==> config.mk <==
export PLATFORM = sky130hd
export DESIGN_NAME = music_seq_ctrl
export DESIGN_NICKNAME = d
export VERILOG_FILES = /design/src/rtl/music_pkg.sv /design/src/rtl/edge_det.sv /design/src/rtl/music_seq_ctrl.sv
export SDC_FILE = /design/constraint.sdc
export NUM_CORES = 1
export LEC_CHECK = 0
export ABC_AREA = 1
export BUFFER_PORTS_ARGS = -buffer_cell sky130_fd_sc_hd__buf_2
export CAP_MARGIN = 10
export CORE_ASPECT_RATIO = 1.75
export CORE_UTILIZATION = 59
export CTS_BUF_LIST = sky130_fd_sc_hd__clkbuf_16
export DETAILED_ROUTE_END_ITERATION = 10
export GPL_ROUTABILITY_DRIVEN = 0
export PLACE_DENSITY = 0.77
export SYNTH_ARGS = -nofsm -noshare
export SYNTH_HDL_FRONTEND = slang
export SYNTH_SLANG_ARGS = --single-unit
==> constraint.sdc <==
create_clock -name clk -period 3.8 [get_ports clk]
set_input_delay 0.76 -clock clk [delete_from_list [all_inputs] [get_ports clk]]
set_output_delay 0.76 -clock clk [all_outputs]
set_load 0.02 [all_outputs]
==> src/rtl/music_pkg.sv <==
// Shared types and constants for the music note sequencer.
// Default tempo assumes a 50 MHz clock.
package music_pkg;

  typedef enum logic [2:0] {
    IDLE      = 3'd0,
    REC_LOAD  = 3'd1,
    REC_HOLD  = 3'd2,
    PLAY_DRAW = 3'd3,
    PLAY_TONE = 3'd4,
    PLAY_GAP  = 3'd5
  } state_t;

  localparam int MAX_NOTES       = 16;
  localparam int DEF_NOTE_CYCLES = 25000000;
  localparam int DEF_GAP_CYCLES  = 2500000;
  localparam int DEF_CNT_W       = 25;

endpackage

==> src/rtl/edge_det.sv <==
// Rising-edge detector for a level input, synchronous active-low reset.
module edge_det (
  input  logic clk,
  input  logic reset,
  input  logic level,
  output logic rise
);

  logic level_q;

  always_ff @(posedge clk) begin
    if (!reset) level_q <= 1'b0;
    else        level_q <= level;
  end

  assign rise = level & ~level_q;

endmodule

==> src/rtl/music_seq_ctrl.sv <==
// Sequencer for note entry and playback: turns key/button activity into
// datapath strobes, tracks the stored song length and paces playback.
module music_seq_ctrl
  import music_pkg::*;
#(
  parameter int NOTE_CYCLES = DEF_NOTE_CYCLES,
  parameter int GAP_CYCLES  = DEF_GAP_CYCLES,
  parameter int CNT_W       = DEF_CNT_W
) (
  input  logic       clk,
  input  logic       reset,
  input  logic       note_key,
  input  logic       play_btn,
  input  logic       stop_btn,
  input  logic       loop_en,
  output logic       ld_note,
  output logic       ld_play,
  output logic [3:0] note_counter,
  output logic       next_note_en,
  output logic       display_note,
  output logic       sound_en,
  output logic [4:0] note_count,
  output logic       full,
  output logic       playing
);

  localparam logic [CNT_W-1:0] NOTE_LAST = CNT_W'(NOTE_CYCLES - 1);
  localparam logic [CNT_W-1:0] GAP_LAST  = CNT_W'(GAP_CYCLES - 1);

  state_t           state_q, state_d;
  logic             draw_second_q, draw_second_d;
  logic [CNT_W-1:0] tempo_q, tempo_d;
  logic [3:0]       note_ctr_q, note_ctr_d;
  logic [4:0]       note_count_q, note_count_d;
  logic             play_rise, stop_rise;
  logic             in_play;

  edge_det u_play_edge (.clk(clk), .reset(reset), .level(play_btn), .rise(play_rise));
  edge_det u_stop_edge (.clk(clk), .reset(reset), .level(stop_btn), .rise(stop_rise));

  assign in_play = (state_q == PLAY_DRAW) || (state_q == PLAY_TONE) || (state_q == PLAY_GAP);

  always_ff @(posedge clk) begin
    if (!reset) begin
      state_q       <= IDLE;
      draw_second_q <= 1'b0;
      tempo_q       <= '0;
      note_ctr_q    <= '0;
      note_count_q  <= '0;
    end else begin
      state_q       <= state_d;
      draw_second_q <= draw_second_d;
      tempo_q       <= tempo_d;
      note_ctr_q    <= note_ctr_d;
      note_count_q  <= note_count_d;
    end
  end

  always_comb begin
    state_d       = state_q;
    draw_second_d = draw_second_q;
    tempo_d       = tempo_q;
    note_ctr_d    = note_ctr_q;
    note_count_d  = note_count_q;

    // A stop press aborts any playback state and leaves the song intact.
    if (in_play && stop_rise) begin
      state_d       = IDLE;
      draw_second_d = 1'b0;
      tempo_d       = '0;
      note_ctr_d    = '0;
    end else begin
      case (state_q)
        IDLE: begin
          if (stop_rise) begin
            note_count_d = '0;
          end else if (play_rise && (note_count_q != 5'd0)) begin
            state_d       = PLAY_DRAW;
            note_ctr_d    = '0;
            draw_second_d = 1'b0;
          end else if (note_key && !full) begin
            state_d = REC_LOAD;
          end
        end
        REC_LOAD: begin
          if (note_count_q != 5'(MAX_NOTES)) note_count_d = note_count_q + 5'd1;
          state_d = REC_HOLD;
        end
        REC_HOLD: begin
          if (!note_key) state_d = IDLE;
        end
        PLAY_DRAW: begin
          if (draw_second_q) begin
            state_d       = PLAY_TONE;
            draw_second_d = 1'b0;
            tempo_d       = '0;
          end else begin
            draw_second_d = 1'b1;
          end
        end
        PLAY_TONE: begin
          if (tempo_q == NOTE_LAST) begin
            state_d = PLAY_GAP;
            tempo_d = '0;
          end else begin
            tempo_d = tempo_q + CNT_W'(1);
          end
        end
        PLAY_GAP: begin
          if (tempo_q == GAP_LAST) begin
            tempo_d = '0;
            // note_counter is zero-extended so the last-note test works at 16 notes.
            if (({1'b0, note_ctr_q} + 5'd1) < note_count_q) begin
              note_ctr_d = note_ctr_q + 4'd1;
              state_d    = PLAY_DRAW;
            end else if (loop_en) begin
              note_ctr_d = '0;
              state_d    = PLAY_DRAW;
            end else begin
              note_ctr_d = '0;
              state_d    = IDLE;
            end
          end else begin
            tempo_d = tempo_q + CNT_W'(1);
          end
        end
        default: state_d = IDLE;
      endcase
    end
  end

  assign ld_note      = (state_q == REC_LOAD);
  assign display_note = (state_q == REC_HOLD);
  assign ld_play      = (state_q == PLAY_DRAW);
  assign next_note_en = (state_q == PLAY_DRAW) && !draw_second_q;
  assign sound_en     = (state_q == PLAY_TONE);
  assign playing      = in_play;
  assign note_counter = note_ctr_q;
  assign note_count   = note_count_q;
  assign full         = (note_count_q == 5'(MAX_NOTES));

endmodule

======== After elaboration in Yosys (flattened, before gate mapping) ========
Index checks and enable logic that the tools add are counted.
word-level totals
  logic and storage cells ................. 82
  output and inout bits ................... 16
  bits of input ports ..................... 6
  register bits after elaboration ......... 40
cells by class
  add/subtract/negate cells ............... 4
  muxes and demuxes ....................... 26
  reduce and logical (&&, ||, !) cells .... 20
  $lt $le $gt $ge ......................... 1
  equal/unequal tests ..................... 18
  bitwise logic cells ..................... 6
operators by type and width
  cell                     number
  $mux W25                 3
  $pmux W25 S3             1
  $add A25 B1 Y25 const B  1
  $eq A25 B22 Y1 const B   1
  $eq A25 B25 Y1 const B   1
  $mux W3                  7
  $pmux W3 S6              1
  $mux W4                  4
  $mux W5                  2
  $pmux W5 S2              1
  $ne A2 B1 Y1 const B     4
  $ne A2 B2 Y1 const B     4
  $pmux W4 S2              1
  $reduce_and A4 Y1        2
  $eq A3 B2 Y1 const B     2
  $eq A3 B3 Y1 const B     2
  $reduce_and A6 Y1        1
  $reduce_bool A2 Y1       3
  $add A4 B1 Y5 const B    1
  $add A5 B1 Y5 const B    1
  $eq A5 B5 Y1 const B     1
  $lt A5 B5 Y1             1
  $ne A5 B5 Y1 const B     1
  $reduce_bool A5 Y1       1
  16 further kinds         28

======== Logic depth before layout (Yosys ltp) ========
  word-level depth ........................ 7
  mapped depth ............................ 14
  depth with buffers taken out ............ 14

======== Cells and area by module ========
Synthesis repeated with hierarchy kept, for this count alone.
second synthesis, totals
  cells, all modules ...................... 437
  area, all modules ....................... 2,745.1 um^2
by module, submodules not included
  module          area each (um^2)  seq. area each (um^2)  instances  cells an instance
  music_seq_ctrl  2,670.1           760.7                  1          427
  edge_det        37.5              20.0                   2          5

======== Worst setup path before layout ========
No wires, ideal clock.
  path type ............................... register to register
  start point ............................. register note_ctr_q[0], in the netlist note_counter[0]
  end point ............................... register state_q[0]
  required time ........................... 3.690 ns
  stages on the path, launching flop included .. 15
  arrival ................................. 1.815 ns
  setup slack ............................. 1.876 ns
  library setup time ...................... 0.110 ns
  path buffers ............................ 0
  clock period less this slack ............ 1.924 ns
  cells stage by stage .................... dfxtp_1 ha_1 nand2_1 inv_1 nor2_1 ha_1 nand2_1 nor2_1 nand2_1 nand3_1 nand2_1 a21boi_0 nand3_1 nand2_1 nor2_1
between the ends
  word-level cells in the longest chain between the ends .. 5
ends and longest elaborated chain
  element                   line                   text
  start: declaration        music_seq_ctrl.sv:33   logic [3:0] note_ctr_q, note_ctr_d;
  start signal: assignment  music_seq_ctrl.sv:54   note_ctr_q <= note_ctr_d;
  $add A4 B1 Y5             music_seq_ctrl.sv:113  if (({1'b0, note_ctr_q} + 5'd1) < note_count_q) begin
  $lt A5 B5 Y1              music_seq_ctrl.sv:113
  $mux W2                   music_seq_ctrl.sv:113
  $mux W3                   music_seq_ctrl.sv:110  if (tempo_q == GAP_LAST) begin
  $pmux W3 S6               music_seq_ctrl.sv:73   case (state_q)
  end signal: assignment    music_seq_ctrl.sv:51   state_q <= state_d;
  end: declaration          music_seq_ctrl.sv:30   state_t state_q, state_d;
Every way passes these cells. The select of a mux whose other input is x is not followed.
A chain may end at the register's enable or synchronous reset.

======== Worst setup path in the final report ========
  start point ............................. register state_q[0]
  end point ............................... output port ld_note
between the ends
  word-level cells in the longest chain between the ends .. 1
ends and longest elaborated chain
  element           line                   text
  $eq A3 B1 Y1      music_seq_ctrl.sv:132  assign ld_note = (state_q == REC_LOAD);
  end: declaration  music_seq_ctrl.sv:16   output logic ld_note,
Every way passes these cells.

==> qor.yml <==
ys_types: 31
min_period_ns: 2.177
period_share_pct: 57.30
fill_cells: 406
power.total_uw: 1498
fin_cells: 485
netlist_top_cells_area: "dfxtp_1 31%, nand2_1 15%, inv_1 8.7%, nor2_1 8.4%, nand3_1 6.0%"
clk_latency_ns: 0.28
start_util_pct: 62.13
min_path_type: "register to register"
finalSetupTns_ns: 0
fmax_mhz: 459.3
maxCapViolCount: 0
pin_count: 22
hold_ws_ns: 0.4719
rsz0062_at_grt: "false"
die_area_mm2: 0.004691
cts-hold-fix-buffers: 0
syn_area_mm2: 0.002602
synthTopCellsByCount: "106 x nand2_1, 60 x inv_1, 58 x nor2_1"
portBuffers: 21
clk_pin_slew_ns: 0.06
leakagePower_uw: 0.001357
outcome: "finished, final reports clean"
vdd_ir_drop_max_mv: 0.4142
required_ns: 3.04
antenna_found_initial: 0
cts_tree: "done"
clock_skew_ns: 0.005066
dp.cells: 477
slew_headroom_pct: 73.51
area_growth_syn_to_layout_pct: 11.59
die_h_um: 89.86
core_mm2: 0.004189
grt_max_degree: 16
ys_async_sr_fraction_pct: 0
ant_nets: 0
grt_pass1_vias: 2539
h-tree-depth: 2
synth-seq-cells: 40
synth-main-ff-cell: "dfxtp_1"
first_pass_iters: 4
synth-seq-area-share_pct: 30.77
power_density_mw_per_mm2: 515.7
finalSetupViolCount: 0
dr_total_vias: 2540
ys.warnings.count: 0
diodes: 0
rows: 31
cp-end-kind: "output pin"
post_route_cells_drive_above_1_share_pct: 13.76
gr-total-overflow: 0
post-route-util_pct: 69.33
report.final.slew_viol_count: 0
synth_top_area_share_pct: 30.77
post_cts_resized: 0
path_max_fanout: 5
synth-edff-count: 0
cts_buffer_depth: 2
yosys.area.top_type: "dfxtp_1"
path_class: "register to output pin"
cts_made_buffers: 5
nNetsFinal: 449
grt_pass1_wl_mm: 10.43
avgSynthCellArea_um2: 6.332
seq_area_um2: 800.8
via_per_inst: 5.237
synth.most_common_cell: "nand2_1"
synth_nets: 425
wl_per_cell_um: 12.70
arrival_ns: 1.42
drt_iter0_markers: 85
drc: 0
die_w_um: 52.21
wirelength_mm: 6.158
netlist_instances: 411
dpl.hpwl_mm: 4.836
root_buffer: "clkbuf_16"
post_cts_buffers: 0
cts_sinks: 40
worst_slew_pin_slew_ns: 0.3952
track_usage_pct: 29.37
hold_viol: 0
multi_input_area_mm2: 0.001514
start_kind: "register"
power breakdown:
group | switching [uW] | internal, uW
clock network | 163 | 306
logic | 376 | 158
registers | 42.1 | 453
total | 581 | 916
cells in the final DEF, fill, tap and decap left out:
cell type,Yosys,final
nand2_1,106,106
inv_1,60,61
nor2_1,58,58
dfxtp_1,40,40
nand3_1,31,31
a21oi_1,22,22
buf_2,2,21
nor3_1,13,13
inv_2,9,9
xor2_1,9,9
ha_1,8,8
o21ai_1,7,7
nand2_4,6,6
o21ai_0,6,6
nand2_2,5,5
nand4_1,5,5
clkbuf_16,0,5
nor2_2,4,4
nor2_4,2,2
nor3b_1,2,2
nand3_2,2,2
o21bai_1,2,2
a211oi_1,2,2
xnor2_1,2,2
nand3_4,1,1
nor3_2,1,1
o21ai_2,1,1
a21boi_1,1,1
nor3b_2,1,1
a21boi_0,1,1
clkinv_2,0,1
bufinv_16,0,1
worst max-delay path: stages, from the launching register on:
cell and delay, ns:
dfxtp_1 0.46, inv_2 0.11, nor3_2 0.32, buf_2 0.24
metal layers:
metal / part of all wire, % / GRT usage [%]
met1: 36 / 25.19
met2: 58 / 58.65
met3: 2.6 / 4.061
met4: 3.5 / 15.79
met5: 0 / 0
final timing paths:
path / slack [ns] / start / depth (start not counted) / to
setup / recovery: 1.62 / state_q[0] / 3 / ld_note
hold / removal: 0.47 / draw_second_q / 2 / draw_second_q
setup reg to reg: 1.76 / note_counter[0] / 14 / state_q[0]
hold reg to reg: 0.47 / draw_second_q / 2 / draw_second_q
through the flow:
stage | worst slack (ns) | cell area [um2]
final | 1.623 | 2904
after floorplan | 1.876 | 2603
after CTS | 1.651 | 2904
after global placement | 1.792 | 2740
after detailed placement | 1.768 | 2740
after global routing | 1.521 | 2904
logic make-up after synthesis:
| logic type | Yosys count | synth area share, % |
|---|---|---|
| DFF | 40 | 30.77 |
| xor gates and xnor gates | 11 | 3.702 |
| AOI/OAI and AO/OA | 42 | 8.798 |
| adders and majority gates | 8 | 3.846 |
| and+or+nand+nor | 237 | 41.83 |
| buffers and inverters | 73 | 11.06 |
registers in the layout, indices dropped and copies added, names as in the netlist:
signal               cells
note_counter             4
u_stop_edge.level_q      1
draw_second_q            1
state_q                  3
u_play_edge.level_q      1
tempo_q                 25
note_count               5
area by class of cell:
type / instances / area share, %
Clock buffer: 5 / 4.308
Clock inverter: 3 / 1.336
Inverter: 69 / 8.919
Multi-Input combinational cell: 298 / 52.13
Sequential cell: 40 / 27.57
Tap cell: 49 / 2.111
Timing Repair Buffer: 21 / 3.619
Power figures use the tool's default switching activity.
